**config.mk**
```make
export PLATFORM = sky130hd
export DESIGN_NAME = clkdiv_ctrl_flat
export DESIGN_NICKNAME = d
export VERILOG_FILES = /design/src/rtl/clkdiv_ctrl_if.sv /design/src/rtl/clkdiv_ctrl.sv /design/src/flat_wrapper.sv
export SDC_FILE = /design/constraint.sdc
export NUM_CORES = 1
export LEC_CHECK = 0
export CAP_MARGIN = 20
export CORE_ASPECT_RATIO = 0.75
export CORE_MARGIN = 5
export CORE_UTILIZATION = 65
export DETAILED_ROUTE_END_ITERATION = 10
export PLACE_DENSITY = 0.82
export REMOVE_ABC_BUFFERS = 1
export SLEW_MARGIN = 0
export SYNTH_ARGS = -nofsm -noshare
export SYNTH_HDL_FRONTEND = slang
export SYNTH_SLANG_ARGS = --single-unit
```
**constraint.sdc**
```tcl
create_clock -name clk200M_in -period 5.4 [get_ports clk200M_in]
set_input_delay 1.08 -clock clk200M_in [delete_from_list [all_inputs] [get_ports clk200M_in]]
set_output_delay 1.08 -clock clk200M_in [all_outputs]
set_load 0.05 [all_outputs]
```
**src/rtl/clkdiv_ctrl_if.sv**
```systemverilog
// Config port of the two-channel clock divider: one valid/ready transfer
// selects a channel and either starts it with a new divisor or stops it.
interface clkdiv_ctrl_if #(
    parameter int CNT_W = 16
);
    logic             cfg_valid;
    logic             cfg_ready;
    logic             cfg_sel;
    logic             cfg_en;
    logic [CNT_W-1:0] cfg_div;

    modport master (
        output cfg_valid, cfg_sel, cfg_en, cfg_div,
        input  cfg_ready
    );

    modport slave (
        input  cfg_valid, cfg_sel, cfg_en, cfg_div,
        output cfg_ready
    );
endinterface

```
**src/rtl/clkdiv_ctrl.sv**
```systemverilog
// Two independent programmable clock dividers with tick strobes. Config
// updates are buffered and applied only at half-period boundaries.
module clkdiv_ctrl #(
    parameter int          CNT_W    = 16,
    parameter int unsigned DIV0_RST = 212,
    parameter int unsigned DIV1_RST = 9
) (
    input  logic         clk200M_in,
    input  logic         rst_n,
    clkdiv_ctrl_if.slave cfg,
    output logic [1:0]   ch_out,
    output logic [1:0]   ch_tick,
    output logic [1:0]   ch_busy
);

    typedef enum logic [1:0] {
        S_IDLE = 2'd0,
        S_RUN  = 2'd1,
        S_PEND = 2'd2
    } state_t;

    state_t           state_q [2];
    state_t           state_d [2];
    logic [CNT_W-1:0] cnt_q   [2];
    logic [CNT_W-1:0] cnt_d   [2];
    logic [CNT_W-1:0] div_q   [2];
    logic [CNT_W-1:0] div_d   [2];
    logic [CNT_W-1:0] sdiv_q  [2];
    logic [CNT_W-1:0] sdiv_d  [2];
    logic [1:0]       sen_q, sen_d;
    logic [1:0]       out_q, out_d;
    logic [1:0]       tick_q, tick_d;
    logic [1:0]       wr, term;

    always_comb begin
        ch_busy = '0;
        term    = '0;
        wr      = '0;
        for (int i = 0; i < 2; i++) begin
            ch_busy[i] = (state_q[i] == S_PEND);
            term[i]    = (cnt_q[i] == div_q[i]);
            wr[i]      = cfg.cfg_valid && !ch_busy[i] && (cfg.cfg_sel == 1'(i));
        end
    end

    assign cfg.cfg_ready = ~ch_busy[cfg.cfg_sel];

    // NOTE: every next-state signal takes its hold value before the case
    // statement, so no path through the block can leave one unassigned.
    always_comb begin
        out_d  = out_q;
        tick_d = '0;
        sen_d  = sen_q;
        for (int i = 0; i < 2; i++) begin
            state_d[i] = state_q[i];
            cnt_d[i]   = cnt_q[i];
            div_d[i]   = div_q[i];
            sdiv_d[i]  = sdiv_q[i];

            unique case (state_q[i])
                S_IDLE: begin
                    cnt_d[i] = '0;
                    out_d[i] = 1'b0;
                    if (wr[i] && cfg.cfg_en) begin
                        div_d[i]   = cfg.cfg_div;
                        state_d[i] = S_RUN;
                    end
                end
                S_RUN, S_PEND: begin
                    if (term[i]) begin
                        cnt_d[i]  = '0;
                        out_d[i]  = ~out_q[i];
                        tick_d[i] = 1'b1;
                    end else begin
                        cnt_d[i] = cnt_q[i] + 1'b1;
                    end

                    // A stop lets the high phase finish so the last pulse is full width.
                    if (state_q[i] == S_PEND && term[i]) begin
                        if (sen_q[i]) begin
                            div_d[i]   = sdiv_q[i];
                            state_d[i] = S_RUN;
                        end else if (out_q[i]) begin
                            state_d[i] = S_IDLE;
                        end
                    end

                    if (state_q[i] == S_RUN && wr[i]) begin
                        sdiv_d[i]  = cfg.cfg_div;
                        sen_d[i]   = cfg.cfg_en;
                        state_d[i] = S_PEND;
                    end
                end
                default: state_d[i] = S_IDLE;
            endcase
        end
    end

    // NOTE: state registers use non-blocking assignments so every register
    // samples the pre-edge value of every other one.
    always_ff @(posedge clk200M_in or negedge rst_n) begin
        if (!rst_n) begin
            for (int i = 0; i < 2; i++) begin
                state_q[i] <= S_RUN;
                cnt_q[i]   <= '0;
                sdiv_q[i]  <= '0;
            end
            div_q[0] <= CNT_W'(DIV0_RST);
            div_q[1] <= CNT_W'(DIV1_RST);
            sen_q    <= '0;
            out_q    <= '0;
            tick_q   <= '0;
        end else begin
            for (int i = 0; i < 2; i++) begin
                state_q[i] <= state_d[i];
                cnt_q[i]   <= cnt_d[i];
                div_q[i]   <= div_d[i];
                sdiv_q[i]  <= sdiv_d[i];
            end
            sen_q  <= sen_d;
            out_q  <= out_d;
            tick_q <= tick_d;
        end
    end

    assign ch_out  = out_q;
    assign ch_tick = tick_q;

endmodule

```
**src/flat_wrapper.sv**
```systemverilog
// flat-port wrapper written by rule: the top's interface ports become plain ports
module clkdiv_ctrl_flat 
#(
    parameter int          CNT_W    = 16,
    parameter int unsigned DIV0_RST = 212,
    parameter int unsigned DIV1_RST = 9
)
  (clk200M_in, rst_n, ch_out, ch_tick, ch_busy, cfg_cfg_valid, cfg_cfg_sel, cfg_cfg_en, cfg_cfg_div, cfg_cfg_ready);
  clkdiv_ctrl_if #(.CNT_W(CNT_W)) cfg_i ();
  input  logic clk200M_in;
  input  logic rst_n;
  output logic [1:0] ch_out;
  output logic [1:0] ch_tick;
  output logic [1:0] ch_busy;
  input wire logic [$bits(cfg_i.cfg_valid)-1:0] cfg_cfg_valid;
  input wire logic [$bits(cfg_i.cfg_sel)-1:0] cfg_cfg_sel;
  input wire logic [$bits(cfg_i.cfg_en)-1:0] cfg_cfg_en;
  input wire logic [$bits(cfg_i.cfg_div)-1:0] cfg_cfg_div;
  output wire logic [$bits(cfg_i.cfg_ready)-1:0] cfg_cfg_ready;
  assign cfg_i.cfg_valid = cfg_cfg_valid;
  assign cfg_i.cfg_sel = cfg_cfg_sel;
  assign cfg_i.cfg_en = cfg_cfg_en;
  assign cfg_i.cfg_div = cfg_cfg_div;
  assign cfg_cfg_ready = cfg_i.cfg_ready;
  clkdiv_ctrl #(.CNT_W(CNT_W), .DIV0_RST(DIV0_RST), .DIV1_RST(DIV1_RST)) u_core (.clk200M_in(clk200M_in), .rst_n(rst_n), .cfg(cfg_i), .ch_out(ch_out), .ch_tick(ch_tick), .ch_busy(ch_busy));
endmodule
```
Word level (Yosys, flattened, before mapping) --
Index checks and enable logic that the tools add are counted.
Storage, ports and cells: input port bits 21, output and inout port bits 7, bits in registers 106, word-level logic and storage cells 98
Cells by class: bitwise operators 4, equal/unequal tests 18, reductions and logical operators 26, add/sub/neg operators 2, multiplexer cells 34, order comparisons 1
Operators by type and width (count):
- $mux W16 | 8
- $pmux W16 S2 | 4
- $add A16 B1 Y16 const B | 2
- $eq A16 B16 Y1 | 2
- $mux W2 | 10
- $ne A2 B1 Y1 const B | 8
- $logic_and A1 B1 Y1 | 10
- $mux W1 | 8
- $ne A4 B1 Y1 const B | 2
- $pmux W2 S2 | 2
- $reduce_and A2 Y1 | 4
- $reduce_and A4 Y1 | 2
- $ne A3 B1 Y1 const B | 2
- $reduce_and A3 Y1 | 2
- $eq A2 B1 Y1 const B | 2
- $eq A2 B2 Y1 const B | 2
- $logic_not A2 Y1 | 2
- $not A1 Y1 | 4
- $pmux W1 S2 | 2
- $reduce_bool A2 Y1 | 2
- $reduce_or A2 Y1 | 2
- $logic_not A1 Y1 | 2
- $lt A1 B2 Y1 const B | 1

Longest topological paths before layout --
word-level depth 7, mapped depth 10, mapped depth without buffers 7

Worst setup path before layout --
No wires, ideal clock.
kind register -> output, start point reg u_core.state_q[2] (netlist name), end point out cfg_cfg_ready, path slack 1.877 ns, path buffers 3, cell stages (with the launch flop) 7, data arrival time 2.443 ns, data required time 4.320 ns, cells stage by stage dfstp_2 inv_1 ha_1 buf_2 buf_1 buf_1 mux2i_1
Between the ends: word-level cells in the longest chain between the ends 4
RTL lines:
- start, declared | RTL line clkdiv_ctrl.sv:22 | state_t state_q [2];
- start signal, assigned by index | RTL line clkdiv_ctrl.sv:115 | state_q[i] <= state_d[i];
- $eq A2 B2 Y1 | RTL line clkdiv_ctrl.sv:40 | ch_busy[i] = (state_q[i] == S_PEND);
- net ch_busy[0] | RTL line flat_wrapper.sv:14 | output logic [1:0] ch_busy;
- $mux W1 (implied by the code) (2 in a row) | RTL line clkdiv_ctrl.sv:46 | assign cfg.cfg_ready = ~ch_busy[cfg.cfg_sel];
- $not A1 Y1 | RTL line clkdiv_ctrl.sv:46
- end, declared | RTL line flat_wrapper.sv:19 | output wire logic [$bits(cfg_i.cfg_ready)-1:0] cfg_cfg_ready;
The timed path passes the listed nets, and every way through them passes these cells. The select of a mux whose other input is x is not followed.

Worst setup path after layout --
start point in cfg_cfg_sel, end point out cfg_cfg_ready
Between the ends: word-level cells in the longest chain between the ends 3
RTL lines:
- start, declared | RTL line flat_wrapper.sv:16 | input wire logic [$bits(cfg_i.cfg_sel)-1:0] cfg_cfg_sel;
- $mux W1 (implied by the code) (2 in a row) | RTL line clkdiv_ctrl.sv:46
- $not A1 Y1 | RTL line clkdiv_ctrl.sv:46
Every way passes these cells. The select of a mux whose other input is x is not followed.

==> results by group <==
Synthesis
  – Fraction of the mapped netlist area in compound gates: 0.0701
  – Mapped Area: 6390 um^2
  – Synth Warn #: 0
  – Sequential fraction of the synthesis area: 0.417
  – Number of synthesized flops with an enable pin: 0
  – Synthesized-area fraction occupied by xor and xnor cells: 0.0850
  – Proportion of synthesized area in mux cells: 0.117
  – Post-synthesis area per instance: 9.79 um^2
  – Number of instances in the synthesized netlist: 653
  – Top post-synthesis cells by area: sky130_fd_sc_hd__dfrtp_1 (38%), sky130_fd_sc_hd__mux2_2 (9.0%), sky130_fd_sc_hd__xor2_1 (7.3%)
  – Post-synthesis share of cell area spent on full adders, half adders and majority gates: 0.0196
  – Commonest cells in the synthesized netlist: sky130_fd_sc_hd__dfrtp_1 (98), sky130_fd_sc_hd__nand3_1 (76), sky130_fd_sc_hd__nand2_1 (69)
  – Proportion of netlist area held by the largest area contributor: 0.384
  – Synth cell types: 49
  – Largest family of logic cells by synthesized area: simple AND/OR/NAND/NOR gates
  – Area share of and/or/nand/nor cells after synthesis: 0.252
  – Dominant register cell in the synthesized netlist: sky130_fd_sc_hd__dfrtp_1
  – Share of synthesized registers carrying an async set or reset: 1.00
  – Library cell with the largest summed area after synthesis: sky130_fd_sc_hd__dfrtp_1
  – Count of state elements after synthesis: 106
  – Most instantiated library cell after synthesis: sky130_fd_sc_hd__dfrtp_1

Finish
  – Post-route design area: 6980 um^2
  – Diodes inserted: 0
  – Filler cells: 737
  – Area grow syn2layout: 9.24%
  – Combined area of the multi-input logic cells: 3480 um^2
  – Share of final-layout standard cells stronger than drive strength 1: 0.165
  – Number of nets in the finished design: 682
  – Final cell count without fillers: 788
  – Combined flip-flop and latch cell area: 2660 um^2

CTS
  – Number of sinks on the clock net: 106
  – Clock latency of the later-clocked register in the worst-skew pair: 350 ps
  – Number of buffers added to fix hold violations after cts: 0
  – Post-CTS Setup Inserts: 0
  – Number of clock buffers inserted by TritonCTS: 9
  – Clock transition at path regs: 70 ps
  – Max H-tree Level: 3
  – Number of gates given a new drive strength after cts: 0
  – CTS Root Cell: sky130_fd_sc_hd__clkbuf_16
  – Clk buf depth: 2
  – TritonCTS clock tree: built

Min path
  – Hold Crit Start: u_core.sdiv_q[20]$_DFFE_PN0P_
  – Worst Hold Class: reg -> reg

Die
  – Floorplan die area: 11900 um^2
  – Initial Utilization: 0.664
  – Top-level I/O count: 28
  – Count of standard-cell rows: 31
  – Width of the chip: 124 um
  – Core footprint: 9620 um^2
  – DIE HEIGHT: 95.9 um

STA
  – Worst-Margin Slew: 1040 ps
  – Top achievable clock speed: 0.265 GHz
  – RSZ-0062 raised after global routing: no
  – Share of the clock period used by the worst path after layout: 0.698
  – Final Hold Violating Endpoints: 0
  – Final clock skew: 13.4 ps
  – Final sum of negative setup slack: 0 ps
  – Count of pins over their slew limit: 0
  – Final Critical Period: 3770 ps
  – Final setup fails: 0
  – Worst hold slack: 506 ps
  – Worst-case headroom to the max-slew limit: 0.309

Worst setup path
  – Startpoint of the most critical setup path: cfg_cfg_sel
  – Reg-to-reg critical path startpoint: u_core.cnt_q[11]$_DFFE_PN0N_
  – Critical path capture point type: primary output
  – Arr. time, crit path: 2690 ps
  – Kind of critical path: in -> out
  – Crit path max fanout: 6
  – Worst path required time: 4320 ps
  – CP startpoint kind: primary input

Power
  – Leakage power figure: 2.93 nW
  – Max IR drop VDD: 0.291 mV
  – P per Cell Area: 590 nW/um^2

Global route
  – Global-route wire length before repair: 23500 um
  – Number of antenna violations at the first check in global routing: 0
  – Total congestion overflow: 0
  – Pin count of the biggest net entering global routing: 75
  – GRT Overall Usage: 0.241
  – Via count of the first global-routing pass: 4936

Routing
  – Iteration-0 DRC Markers: 407
  – Via count: 5026
  – Routed wire length: 14000 um
  – Detailed-route wire length per cell: 17.8 um
  – Final routed DRC violation total: 0
  – ANT nets after route: 0
  – Via density per instance: 6.38
  – Pre-Repair DR Iteration Count: 6

Placement
  – Port Buf Inserts: 27
  – Area after DPL: 6650 um^2
  – Post-detailed-placement half-perimeter wirelength: 9320 um
  – Instance count after placement with tap cells included: 771
  – RD Place Congestion: 0.867

Run status
  – Status: finished, final reports clean

Flow run
  – Number of maximum-capacitance violations: 0
## critical path, stage by stage
cell and delay, ps:
sky130_fd_sc_hd__clkdlybuf4s50_1 580, sky130_fd_sc_hd__mux2i_1 210, sky130_fd_sc_hd__clkdlybuf4s50_1 820
## cell type report
class,instances,area share
inverters,9,0.00484
flip-flops and latches,106,0.381
clock inverters,5,0.0113
well taps,132,0.0237
multi-input cells,491,0.498
repair buffers,34,0.0459
clock buffers,11,0.0348
## metrics by stage
step / power [mW] / util / setup WS [ps]
3_3_place_gp: 3.24 / 0.691 / 1650
6_report: 4.12 / 0.726 / 1630
5_1_grt: 4.39 / 0.726 / 1570
3_5_place_dp: 3.38 / 0.691 / 1640
2_1_floorplan: 2.89 / - / 695
4_1_cts: 4.11 / 0.725 / 1630
## routing by layer
| metal | up-vias | GRT usage | share of wire |
|---|---|---|---|
| met5 | - | 0 | 0 |
| met2 | 149 | 0.413 | 0.49 |
| li1 | 2334 | - | - |
| met4 | 0 | 0.0766 | 0.013 |
| met1 | 2525 | 0.313 | 0.45 |
| met3 | 18 | 0.0516 | 0.049 |
## cells by family (layout without fill, tap and decap cells)
group | count (synthesis) | count (layout)
xor+xnor | 62 | 62
compound gates | 54 | 54
simple gates | 297 | 297
mux | 68 | 68
buf+inv | 56 | 59
flops | 106 | 106
fa+ha+maj | 10 | 10
## path summary, 6_finish.rpt
kind	end	slack, ps	cells after the start
max	cfg_cfg_ready	1630	3
min	u_core.sdiv_q[20]$_DFFE_PN0P_	510	1
max reg2reg	u_core.cnt_q[12]$_DFFE_PN0N_	2040	5
min reg2reg	u_core.sdiv_q[20]$_DFFE_PN0P_	510	1
max in group asynchronous	u_core.state_q[2]$_DFFE_PN1P_	3510	2
min in group asynchronous	u_core.cnt_q[24]$_DFFE_PN0P_	870	1
## placed cells by master, fill, tap and decap left out, drive strengths merged, types with 10 or more instances in the layout
cell	instances
nor3	19
a221oi	16
nand3b	17
clkdlybuf4s50	26
o311a	16
mux2	51
ha	10
or3b	16
xor2	53
clkbuf	11
nor3b	16
nor2	39
dfrtp	98
nand2	69
nand3	76
nand4	10
mux2i	17
## flip-flops by register name (all words and copies together), names as in the netlist
| signal | cells |
|---|---|
| u_core.cnt_q | 32 |
| u_core.div_q | 32 |
| u_core.sdiv_q | 32 |
| u_core.state_q | 4 |
| u_core.ch_out | 2 |
| u_core.ch_tick | 2 |
| u_core.sen_q | 2 |
## power by group
part / internal (mW) / total [mW] / switching, mW
sequential: 1.10 / 1.35 / 0.246
combinational: 0.920 / 2.06 / 1.14
clock: 0.419 / 0.717 / 0.298
No activity file was read; power rests on OpenSTA's default activity.
